File: config.mk
export PLATFORM = sky130hd
export DESIGN_NAME = vga_timing_generator
export DESIGN_NICKNAME = d
export VERILOG_FILES = /design/src/rtl/vga_timing_generator.sv
export SDC_FILE = /design/constraint.sdc
export NUM_CORES = 1
export LEC_CHECK = 0
export CAP_MARGIN = 20
export CORE_MARGIN = 2
export CORE_UTILIZATION = 45
export CTS_CLUSTER_SIZE = 12
export DETAILED_ROUTE_END_ITERATION = 12
export PLACE_DENSITY = 0.73
export SYNTH_ARGS = -nofsm -noshare
export SYNTH_HDL_FRONTEND = slang
export SYNTH_SLANG_ARGS = --single-unit
File: constraint.sdc
create_clock -name VGA_CLK -period 3.85 [get_ports VGA_CLK]
set_input_delay 0.5775 -clock VGA_CLK [delete_from_list [all_inputs] [get_ports VGA_CLK]]
set_output_delay 0.5775 -clock VGA_CLK [all_outputs]
set_load 0.02 [all_outputs]
File: src/rtl/vga_timing_generator.sv
// Raster timing generator: H/V counters, sync/DE/VBlank decode and a PIX_EN-gated output pipeline.
// Optional HVSYNC_FRAME_CNT_EN adds a 16-bit FrameCount output.
module vga_timing_generator #(
    parameter int unsigned CNTR_WIDTH_H  = 11,
    parameter int unsigned CNTR_WIDTH_V  = 10,
    parameter int unsigned VISIBLE_H     = 800,
    parameter int unsigned FRONT_PORCH_H = 40,
    parameter int unsigned SYNC_PULSE_H  = 128,
    parameter int unsigned BACK_PORCH_H  = 88,
    parameter int unsigned VISIBLE_V     = 600,
    parameter int unsigned FRONT_PORCH_V = 1,
    parameter int unsigned SYNC_PULSE_V  = 4,
    parameter int unsigned BACK_PORCH_V  = 23,
    parameter bit          HS_POL        = 1'b1,
    parameter bit          VS_POL        = 1'b1,
    parameter int unsigned PIPE_DLY      = 1
) (
    input  logic                    VGA_CLK,
    input  logic                    RST_N,
    input  logic                    PIX_EN,
    output logic                    VGA_HS,
    output logic                    VGA_VS,
    output logic                    inDisplayArea,
    output logic [CNTR_WIDTH_H-1:0] CounterX,
    output logic [CNTR_WIDTH_V-1:0] CounterY,
    output logic                    LineStart,
    output logic                    FrameStart,
    output logic                    VBlank
`ifdef HVSYNC_FRAME_CNT_EN
    ,
    output logic [15:0]             FrameCount
`endif
);

    localparam int unsigned WHOLE_H = VISIBLE_H + FRONT_PORCH_H + SYNC_PULSE_H + BACK_PORCH_H;
    localparam int unsigned WHOLE_V = VISIBLE_V + FRONT_PORCH_V + SYNC_PULSE_V + BACK_PORCH_V;
    localparam int unsigned FILL_W  = 4;

    localparam logic [CNTR_WIDTH_H-1:0] H_LAST   = CNTR_WIDTH_H'(WHOLE_H - 1);
    localparam logic [CNTR_WIDTH_H-1:0] H_VIS    = CNTR_WIDTH_H'(VISIBLE_H);
    localparam logic [CNTR_WIDTH_H-1:0] H_SYNC_S = CNTR_WIDTH_H'(VISIBLE_H + FRONT_PORCH_H);
    localparam logic [CNTR_WIDTH_H-1:0] H_SYNC_E = CNTR_WIDTH_H'(VISIBLE_H + FRONT_PORCH_H + SYNC_PULSE_H - 1);
    localparam logic [CNTR_WIDTH_V-1:0] V_LAST   = CNTR_WIDTH_V'(WHOLE_V - 1);
    localparam logic [CNTR_WIDTH_V-1:0] V_VIS    = CNTR_WIDTH_V'(VISIBLE_V);
    localparam logic [CNTR_WIDTH_V-1:0] V_SYNC_S = CNTR_WIDTH_V'(VISIBLE_V + FRONT_PORCH_V);
    localparam logic [CNTR_WIDTH_V-1:0] V_SYNC_E = CNTR_WIDTH_V'(VISIBLE_V + FRONT_PORCH_V + SYNC_PULSE_V - 1);
    localparam logic [FILL_W-1:0]       FILL_END = FILL_W'(PIPE_DLY - 1);

    typedef struct packed {
        logic [CNTR_WIDTH_H-1:0] x;
        logic [CNTR_WIDTH_V-1:0] y;
        logic                    hs;
        logic                    vs;
        logic                    de;
        logic                    vb;
    } stage_t;

    localparam stage_t STAGE_RST = '{x: '0, y: '0, hs: ~HS_POL, vs: ~VS_POL, de: 1'b0, vb: 1'b0};

    logic [CNTR_WIDTH_H-1:0] h_q, h_d;
    logic [CNTR_WIDTH_V-1:0] v_q, v_d;
    logic [FILL_W-1:0]       fill_q, fill_d;
    logic                    fill_done_c;
    logic                    line_start_q, line_start_d;
    logic                    frame_start_q, frame_start_d;
    stage_t                  head_c;
    stage_t                  tail_in_c;
    stage_t                  pipe_q [PIPE_DLY];

    // Raster counters
    always_comb begin
        h_d = h_q;
        v_d = v_q;
        if (PIX_EN) begin
            if (h_q == H_LAST) begin
                h_d = '0;
                v_d = (v_q == V_LAST) ? '0 : v_q + CNTR_WIDTH_V'(1);
            end else begin
                h_d = h_q + CNTR_WIDTH_H'(1);
            end
        end
    end

    // Decode of the current counter position into the pipeline head
    always_comb begin
        head_c    = STAGE_RST;
        head_c.x  = h_q;
        head_c.y  = v_q;
        head_c.hs = ((h_q >= H_SYNC_S) && (h_q <= H_SYNC_E)) ? HS_POL : ~HS_POL;
        head_c.vs = ((v_q >= V_SYNC_S) && (v_q <= V_SYNC_E)) ? VS_POL : ~VS_POL;
        head_c.de = (h_q < H_VIS) && (v_q < V_VIS);
        head_c.vb = (v_q >= V_VIS);
    end

    // Value about to be shifted into the output stage
    if (PIPE_DLY == 1) begin : g_tail_head
        assign tail_in_c = head_c;
    end else begin : g_tail_pipe
        assign tail_in_c = pipe_q[PIPE_DLY-2];
    end

    // fill_q suppresses strobes while cleared stages drain out after reset
    always_comb begin
        fill_done_c   = (fill_q == FILL_END);
        fill_d        = (PIX_EN && !fill_done_c) ? fill_q + FILL_W'(1) : fill_q;
        line_start_d  = PIX_EN && fill_done_c && (tail_in_c.x == '0);
        frame_start_d = line_start_d && (tail_in_c.y == '0);
    end

    always_ff @(posedge VGA_CLK or negedge RST_N) begin
        if (!RST_N) begin
            h_q           <= '0;
            v_q           <= '0;
            fill_q        <= '0;
            line_start_q  <= 1'b0;
            frame_start_q <= 1'b0;
            for (int unsigned i = 0; i < PIPE_DLY; i++) begin
                pipe_q[i] <= STAGE_RST;
            end
        end else begin
            h_q           <= h_d;
            v_q           <= v_d;
            fill_q        <= fill_d;
            line_start_q  <= line_start_d;
            frame_start_q <= frame_start_d;
            if (PIX_EN) begin
                pipe_q[0] <= head_c;
                for (int unsigned i = 1; i < PIPE_DLY; i++) begin
                    pipe_q[i] <= pipe_q[i-1];
                end
            end
        end
    end

    assign VGA_HS        = pipe_q[PIPE_DLY-1].hs;
    assign VGA_VS        = pipe_q[PIPE_DLY-1].vs;
    assign inDisplayArea = pipe_q[PIPE_DLY-1].de;
    assign CounterX      = pipe_q[PIPE_DLY-1].x;
    assign CounterY      = pipe_q[PIPE_DLY-1].y;
    assign VBlank        = pipe_q[PIPE_DLY-1].vb;
    assign LineStart     = line_start_q;
    assign FrameStart    = frame_start_q;

`ifdef HVSYNC_FRAME_CNT_EN
    logic [15:0] frame_cnt_q, frame_cnt_d;

    // Counts frames as FrameStart is seen; wraps naturally at 16'hFFFF
    always_comb begin
        frame_cnt_d = frame_start_q ? frame_cnt_q + 16'd1 : frame_cnt_q;
    end

    always_ff @(posedge VGA_CLK or negedge RST_N) begin
        if (!RST_N) begin
            frame_cnt_q <= '0;
        end else begin
            frame_cnt_q <= frame_cnt_d;
        end
    end

    assign FrameCount = frame_cnt_q;
`endif

endmodule
## After elaboration in Yosys (flattened, before gate mapping)

Cells that the tools add are included.
W data, S select, Z words.

- Flip-flop bits (word level): 52
- Bits in latches: 0
- Memory bits (writable): 0
- ROM bits: 0
- Input bits: 3
- Logic and storage cells: 39
- Memories: 0

- Add/sub/neg operators: 3
- Multipliers: 0
- Divide/modulo/power cells: 0
- Order comparisons: 7
- Eq/ne operators: 2
- Shifts and indexed selects: 0
- Muxes and demuxes: 4
- Bitwise logic cells: 0
- Reduce and logical (&&, ||, !) cells: 12

Operators with widths:

| kind | number |
|---|---|
| $ge A10 B10 Y1 const B | 2 |
| $add A11 B1 Y11 const B | 1 |
| $eq A11 B11 Y1 const B | 1 |
| $ge A11 B10 Y1 const B | 1 |
| $le A11 B10 Y1 const B | 1 |
| $logic_not A11 Y1 | 1 |
| $lt A11 B10 Y1 const B | 1 |
| $mux W11 | 1 |
| $add A10 B1 Y10 const B | 1 |
| $eq A10 B10 Y1 const B | 1 |
| $le A10 B10 Y1 const B | 1 |
| $logic_not A10 Y1 | 1 |
| $lt A10 B10 Y1 const B | 1 |
| $mux W10 | 1 |
| $logic_and A1 B1 Y1 | 7 |
| $add A4 B1 Y4 const B | 1 |
| $logic_not A4 Y1 | 1 |
| $mux W1 | 2 |
| $reduce_and A2 Y1 | 1 |
| $logic_not A1 Y1 | 1 |

## Longest topological paths before layout

Gate-level depths: netlist of the first run.

- Depth in word-level cells: 4
- Gate-level depth with buffers: 7
- Mapped depth without buffers: 6

## Worst setup path before layout of the first run

No wires, ideal clock.

- Path kind: reg2reg
- Start: register h_q[0]
- End: register v_q[1]
- Library setup time: 0.121 ns
- Arrival: 1.582 ns
- Path slack: 2.147 ns
- Stages on the path, launching flop included: 8
- Period minus slack after synthesis: 1.703 ns
- Cells stage by stage: dfrtp_1 ha_1 and4_4 buf_6 and3_2 buf_2 and2_1 a22o_2

- Longest elaborated chain between the ends: 2

RTL lines:

| what | line | source |
|---|---|---|
| start, declared | 60 | `logic [CNTR_WIDTH_H-1:0] h_q, h_d;` |
| start signal, assigned | 112 | `h_q <= '0;` |
| start signal, assigned | 121 | `h_q <= h_d;` |
| $eq A11 B11 Y1 | 75 | `if (h_q == H_LAST) begin` |
| $reduce_and A2 Y1 (no source line) | - |  |
| end signal, assigned | 122 | `v_q <= v_d;` |
| end, declared | 61 | `logic [CNTR_WIDTH_V-1:0] v_q, v_d;` |

Every way passes these cells.
A chain may end at the register's enable or synchronous reset.

## Worst setup path after layout of the first run

- Start: input port PIX_EN
- End: register frame_start_q, in the netlist FrameStart

- Longest elaborated chain between the ends: 3

RTL lines:

| what | line | source |
|---|---|---|
| start, declared | 20 | `input logic PIX_EN,` |
| $logic_and A1 B1 Y1 (2 in series) | 106 | `line_start_d = PIX_EN && fill_done_c && (tail_in_c.x == '0);` |
| named net line_start_d | 64 | `logic line_start_q, line_start_d;` |
| $logic_and A1 B1 Y1 | 107 | `frame_start_d = line_start_d && (tail_in_c.y == '0);` |
| named net frame_start_d | 65 | `logic frame_start_q, frame_start_d;` |
| end signal, assigned | 125 | `frame_start_q <= frame_start_d;` |
| end, declared | 65 |  |

The timed path passes the listed nets, and every way through them passes these cells.

==> flow_summary_export.csv, run 1 <==
group,metric,value,unit
synth,syn-num-nets,227,
sta,setup_slack,1740,ps
clocking,ctsHoldBuffers,0,
critical_path,r2r-end,"v_q[9]",
die,chipHeight,78.2,µm
place,dp_hpwl,3.11,mm
synth,synth_area_leaders,"dfrtp_1 (52%), mux2_2 (10%), ha_1 (4.0%)",
power,peakVddDrop,360,µV
place,place_congestion,0.825,
job,maxCapViolations,0,
die,fp-row-count,27,
synth,yosysTopAreaCell,"dfrtp_1",
place,dp_cells,306,
synth,ys_warn_count,0,
routing,ant_nets,0,
synth,synth_top_area_share,0.525,
routing,drt-vias-per-instance,5.35,
sta,fin_crit,2110,ps
critical_path,arrival,2310,ps
clocking,cts.sinks,52,
critical_path,start_kind,"input port",
synth,async_flop_share,1.00,
finish,nFillCells,478,
finish,nets,252,
global_route,grt_usage,0.161,
die,floorplan.io_pins,30,
finish,seqCellArea,0.00130,mm²
critical_path,critPathKind,"in2reg",
sta,relSlewSlack,0.538,
sta,rsz0062_at_grt,"false",
finish,multiInputGateArea,0.00106,mm²
synth,synth.cell_area,0.00248,mm²
routing,wl,4.53,mm
synth,synthDistinctLibCells,48,
finish,insertedDiodeCount,0,
die,initial_core_util,0.459,
clocking,htree_levels,2,
clocking,worstSkewPairLatency,300,ps
die,core,0.00541,mm²
clocking,cts_made_buffers,5,
synth,synth.avg_cell_area,11.5,µm²
synth,ys_ff_latch,52,
critical_path,crit_fanout,37,
clocking,cts_tree,"built",
finish,drive_above_1_share,0.178,
synth,synth-main-ff-cell,"dfrtp_1",
routing,wl_per_cell,14.4,µm
global_route,grt_start_max_net_pins,38,
place,preCtsSetupSlack,1420,ps
sta,setup_viol,0,
global_route,antenna_found_initial,0,
routing,drtPass1Iterations,4,
min_path,hold_path.class,"in2async",
synth,synthCells,216,
finish,design_area,0.00295,mm²
clocking,clock_path_buffers,2,
sta,tightest_slew,693,ps
critical_path,r2r_setup_slack,1990,ps
sta,drv_slew,0,
outcome,outcome,"finished, final reports clean",
critical_path,critPathLaunch,"PIX_EN",
global_route,grt_pass1_vias,1651,
critical_path,worstReg2RegStart,"h_q[0]",
place,io_buffer_count,29,
global_route,gr-total-overflow,0,
critical_path,cp.required,4050,ps
critical_path,rr_worst_depth,5,
power,leakage,0.00134,µW
clocking,cts-root-buf,"clkbuf_8",
power,powerDensity,472,mW/mm²
critical_path,cp-end-kind,"flop",
finish,synthToLayoutAreaGrowth,18.9,%
clocking,path_clk_slew,100,ps
synth,synth_common_cells,"dfrtp_1 (52), mux2_2 (23), nand2_1 (17)",
synth,synth.most_common_cell,"dfrtp_1",
sta,clock.fmax,475,MHz
routing,drc_errors,0,
die,die-area,0.00612,mm²
sta,finalCritPeriodShare,0.547,
place,placed_cell_area,0.00279,mm²
routing,vias,1679,
finish,fin_cells,314,
clocking,cts-resized-gates,0,
routing,drt_iter0_markers,93,
die,dieWidth,78.2,µm
global_route,grt_pass1_wl,7.84,mm
sta,clock_skew,8.04,ps
synth,synth-seq-area-share,0.525,
synth,synth_edf_count,0,
sta,finalSetupTns,0,ps
clocking,post_cts_buffers,0,
sta,final_hold_viol_count,0,
[flip-flops by register name (all words and copies together) (netlist names), 4 cells and up]
| register | flops |
|---|---|
| CounterY | 10 |
| h_q | 11 |
| CounterX | 11 |
| fill_q | 4 |
| v_q | 10 |
[worst max-delay path: stages]
cell and delay [ps]:
clkdlybuf4s50_1 480, buf_4 370, nor2b_1 250, and3b_1 170, and4_2 230, nor4b_1 210
[cells by family (layout without fill, tap and decap cells)]
kind of cell,count (synthesis),after routing,share of synthesized area
xor gates and xnor gates,12,12,0.0424
buffers and inverters,23,49,0.0480
adders and majority gates,8,8,0.0404
AOI/OAI and AO/OA,25,25,0.0666
muxes,24,24,0.109
DFF,52,52,0.525
and+or+nand+nor,72,72,0.169
[layout by cell type (no fill, tap or decap), drive strengths merged, types with 8 or more instances in the layout]
cell / instances
inv: 10
clkdlybuf4s50: 28
mux2: 23
dfrtp: 52
xnor2: 8
and3: 8
nand3: 13
nand2: 17
o21ai: 11
ha: 8
[layer usage]
layer,vias to the layer above,part of all wire,global-route usage
met4,0,0.0051,0.0439
met2,42,0.45,0.241
li1,803,-,-
met1,832,0.50,0.240
met3,2,0.041,0.0322
met5,-,0,0
[power breakdown]
part / switching, µW / internal [µW]
combinational: 103 / 110
clock: 179 / 325
sequential: 71.9 / 602
[worst max path at each step]
| stage | slack, ps | endpoint |
|---|---|---|
| final | 1740 | FrameStart |
| after global routing | 1500 | FrameStart |
| after CTS | 1740 | FrameStart |
| after detailed placement | 1420 | FrameStart |
| after global placement | 1500 | FrameStart |
| after floorplan | 2150 | v_q[1] |
[through the flow]
stage	hold slack, ps	total power [µW]	utilization
after floorplan	282	801	-
after global placement	458	891	0.516
after detailed placement	466	895	0.516
after CTS	334	1400	0.545
after global routing	367	1450	0.545
final	309	1390	0.545
[cell type report]
class | count | share of cell area
timing repair buffer | 31 | 0.102
clock buffer | 5 | 0.0234
multi-input combinational | 141 | 0.359
tap | 72 | 0.0306
clock inverter | 3 | 0.0306
sequential | 52 | 0.442
inverter | 10 | 0.0127
Power figures use the tool's default switching activity.
==> inputs of run 2 (changes only) <==
==> constraint.sdc (replaced) <==
create_clock -name VGA_CLK -period 2.1 [get_ports VGA_CLK]
set_input_delay 0.315 -clock VGA_CLK [delete_from_list [all_inputs] [get_ports VGA_CLK]]
set_output_delay 0.315 -clock VGA_CLK [all_outputs]
set_load 0.02 [all_outputs]
==> run 2 against run 1 <==
  * Largest cell class unchanged
  * Power is 60% higher
  * Routed wire length is 3.4% higher
  * Register-to-register slack worse by 1700 ps
  * Clock skew hardly changed
  * Non-clock buffer count is 8 higher
  * Cell area is 0.21% higher
  * Combinational power is 110% higher
  * First-iteration DRC count is 4.3% lower
  * Critical path depth is 1 lower
==> flow_summary_export.csv, run 2 (synthesis results as in run 1) <==
group,metric,value,unit
global_route,antenna_found_initial,0,
sta,drv_slew,0,
finish,nFillCells,489,
clocking,cts-resized-gates,0,
global_route,gr-total-overflow,0,
routing,wl,4.69,mm
global_route,grt_usage,0.170,
power,power,2220,µW
critical_path,r2r-end,"v_q[9]",
sta,tightest_slew,342,ps
finish,drive_above_1_share,0.200,
clocking,cts.sinks,52,
routing,wl_per_cell,14.5,µm
sta,finalCritPeriodShare,0.866,
finish,final_cell_mix,"dfrtp_1 (52), clkdlybuf4s50_1 (28), mux2_2 (23)",
clocking,post_cts_buffers,0,
routing,drt_iter0_markers,89,
die,chipHeight,78.2,µm
die,core,0.00541,mm²
sta,final_hold_viol_count,0,
sta,clock.fmax,550,MHz
critical_path,rr_worst_depth,5,
min_path,hold_path.class,"in2async",
critical_path,arrival,2070,ps
die,die-area,0.00612,mm²
die,initial_core_util,0.459,
sta,rsz0062_at_grt,"false",
critical_path,r2r_setup_slack,280,ps
power,powerDensity,753,mW/mm²
place,preCtsSetupSlack,61.4,ps
clocking,path_clk_slew,100,ps
place,io_buffer_count,29,
sta,setup_slack,282,ps
global_route,grt_pass1_vias,1695,
job,maxCapViolations,0,
sta,clock_skew,7.85,ps
place,dp_cells,313,
global_route,grt_pass1_wl,8.12,mm
clocking,worstSkewPairLatency,310,ps
place,place_congestion,0.845,
sta,fin_crit,1820,ps
clocking,cts-root-buf,"clkbuf_8",
critical_path,cp-end-kind,"flop",
place,dp_hpwl,3.46,mm
die,floorplan.io_pins,30,
clocking,htree_levels,2,
finish,synthToLayoutAreaGrowth,19.1,%
finish,fin_cells,322,
critical_path,worstReg2RegStart,"h_q[1]",
power,peakVddDrop,618,µV
routing,drtPass1Iterations,4,
finish,mostFrequentLayoutCell,"dfrtp_1",
routing,drt-vias-per-instance,5.30,
power,leakage,0.00135,µW
die,dieWidth,78.2,µm
routing,drc_errors,0,
clocking,cts_made_buffers,5,
sta,relSlewSlack,0.770,
routing,ant_nets,0,
sta,setup_viol,0,
global_route,grt_start_max_net_pins,27,
finish,nets,260,
critical_path,cp.required,2350,ps
die,fp-row-count,27,
critical_path,critPathKind,"reg2reg",
outcome,outcome,"finished, final reports clean",
clocking,cts_tree,"built",
critical_path,start_kind,"flop",
critical_path,crit_fanout,8,
finish,insertedDiodeCount,0,
clocking,clock_path_buffers,2,
routing,vias,1708,
sta,finalSetupTns,0,ps
## run 2: worst max path at each step
stage | startpoint | to | slack, ps | cells after the start
floorplan | h_q[0] | v_q[1] | 400 | 7
global placement | PIX_EN | v_q[9] | 90 | 5
detailed placement | PIX_EN | v_q[9] | 60 | 5
CTS | h_q[1] | v_q[9] | 290 | 5
global route | h_q[1] | v_q[9] | 220 | 5
finish | h_q[1] | v_q[9] | 280 | 5
## run 2: layer usage
layer / global-route usage / wire length (µm) / vias up
met5: 0 / 0 / -
met4: 0.0649 / 67 / 0
met3: 0.0437 / 218 / 5
met2: 0.256 / 2090 / 40
met1: 0.239 / 2310 / 835
li1: - / - / 828
## run 2: power by group
part | internal [µW] | switching [µW] | total [µW]
sequential | 1100 | 106 | 1210
clock | 237 | 337 | 574
combinational | 222 | 219 | 441
## run 2: final cells by class
type                    instances  area, µm²  share of cell area
repair buffers                 39        375               0.127
clock inverters                 3       21.3             0.00720
clock buffers                   5       68.8              0.0233
well taps                      72       90.1              0.0305
inverters                      10       37.5              0.0127
flip-flops and latches         52       1300               0.441
multi-input cells             141       1060               0.358
## run 2: critical path: stages (launching register included)
cell and delay (ps):
dfrtp_1 430, ha_1 250, and4_4 290, nand3_2 160, or4_1 540, nand3_1 90
## run 2: metrics by stage
step	cell area, µm²	util	hold WS, ps
finish	2950	0.546	371
global route	2950	0.546	390
CTS	2950	0.546	366
detailed placement	2850	0.528	170
global placement	2850	0.528	168
floorplan	2480	-	19.4
## run 2: repair_timing
item / CTS / global route
setup endpoints to repair: 0 / 0
hold endpoints to repair: 6 / 0
hold buffers: 1 / 0
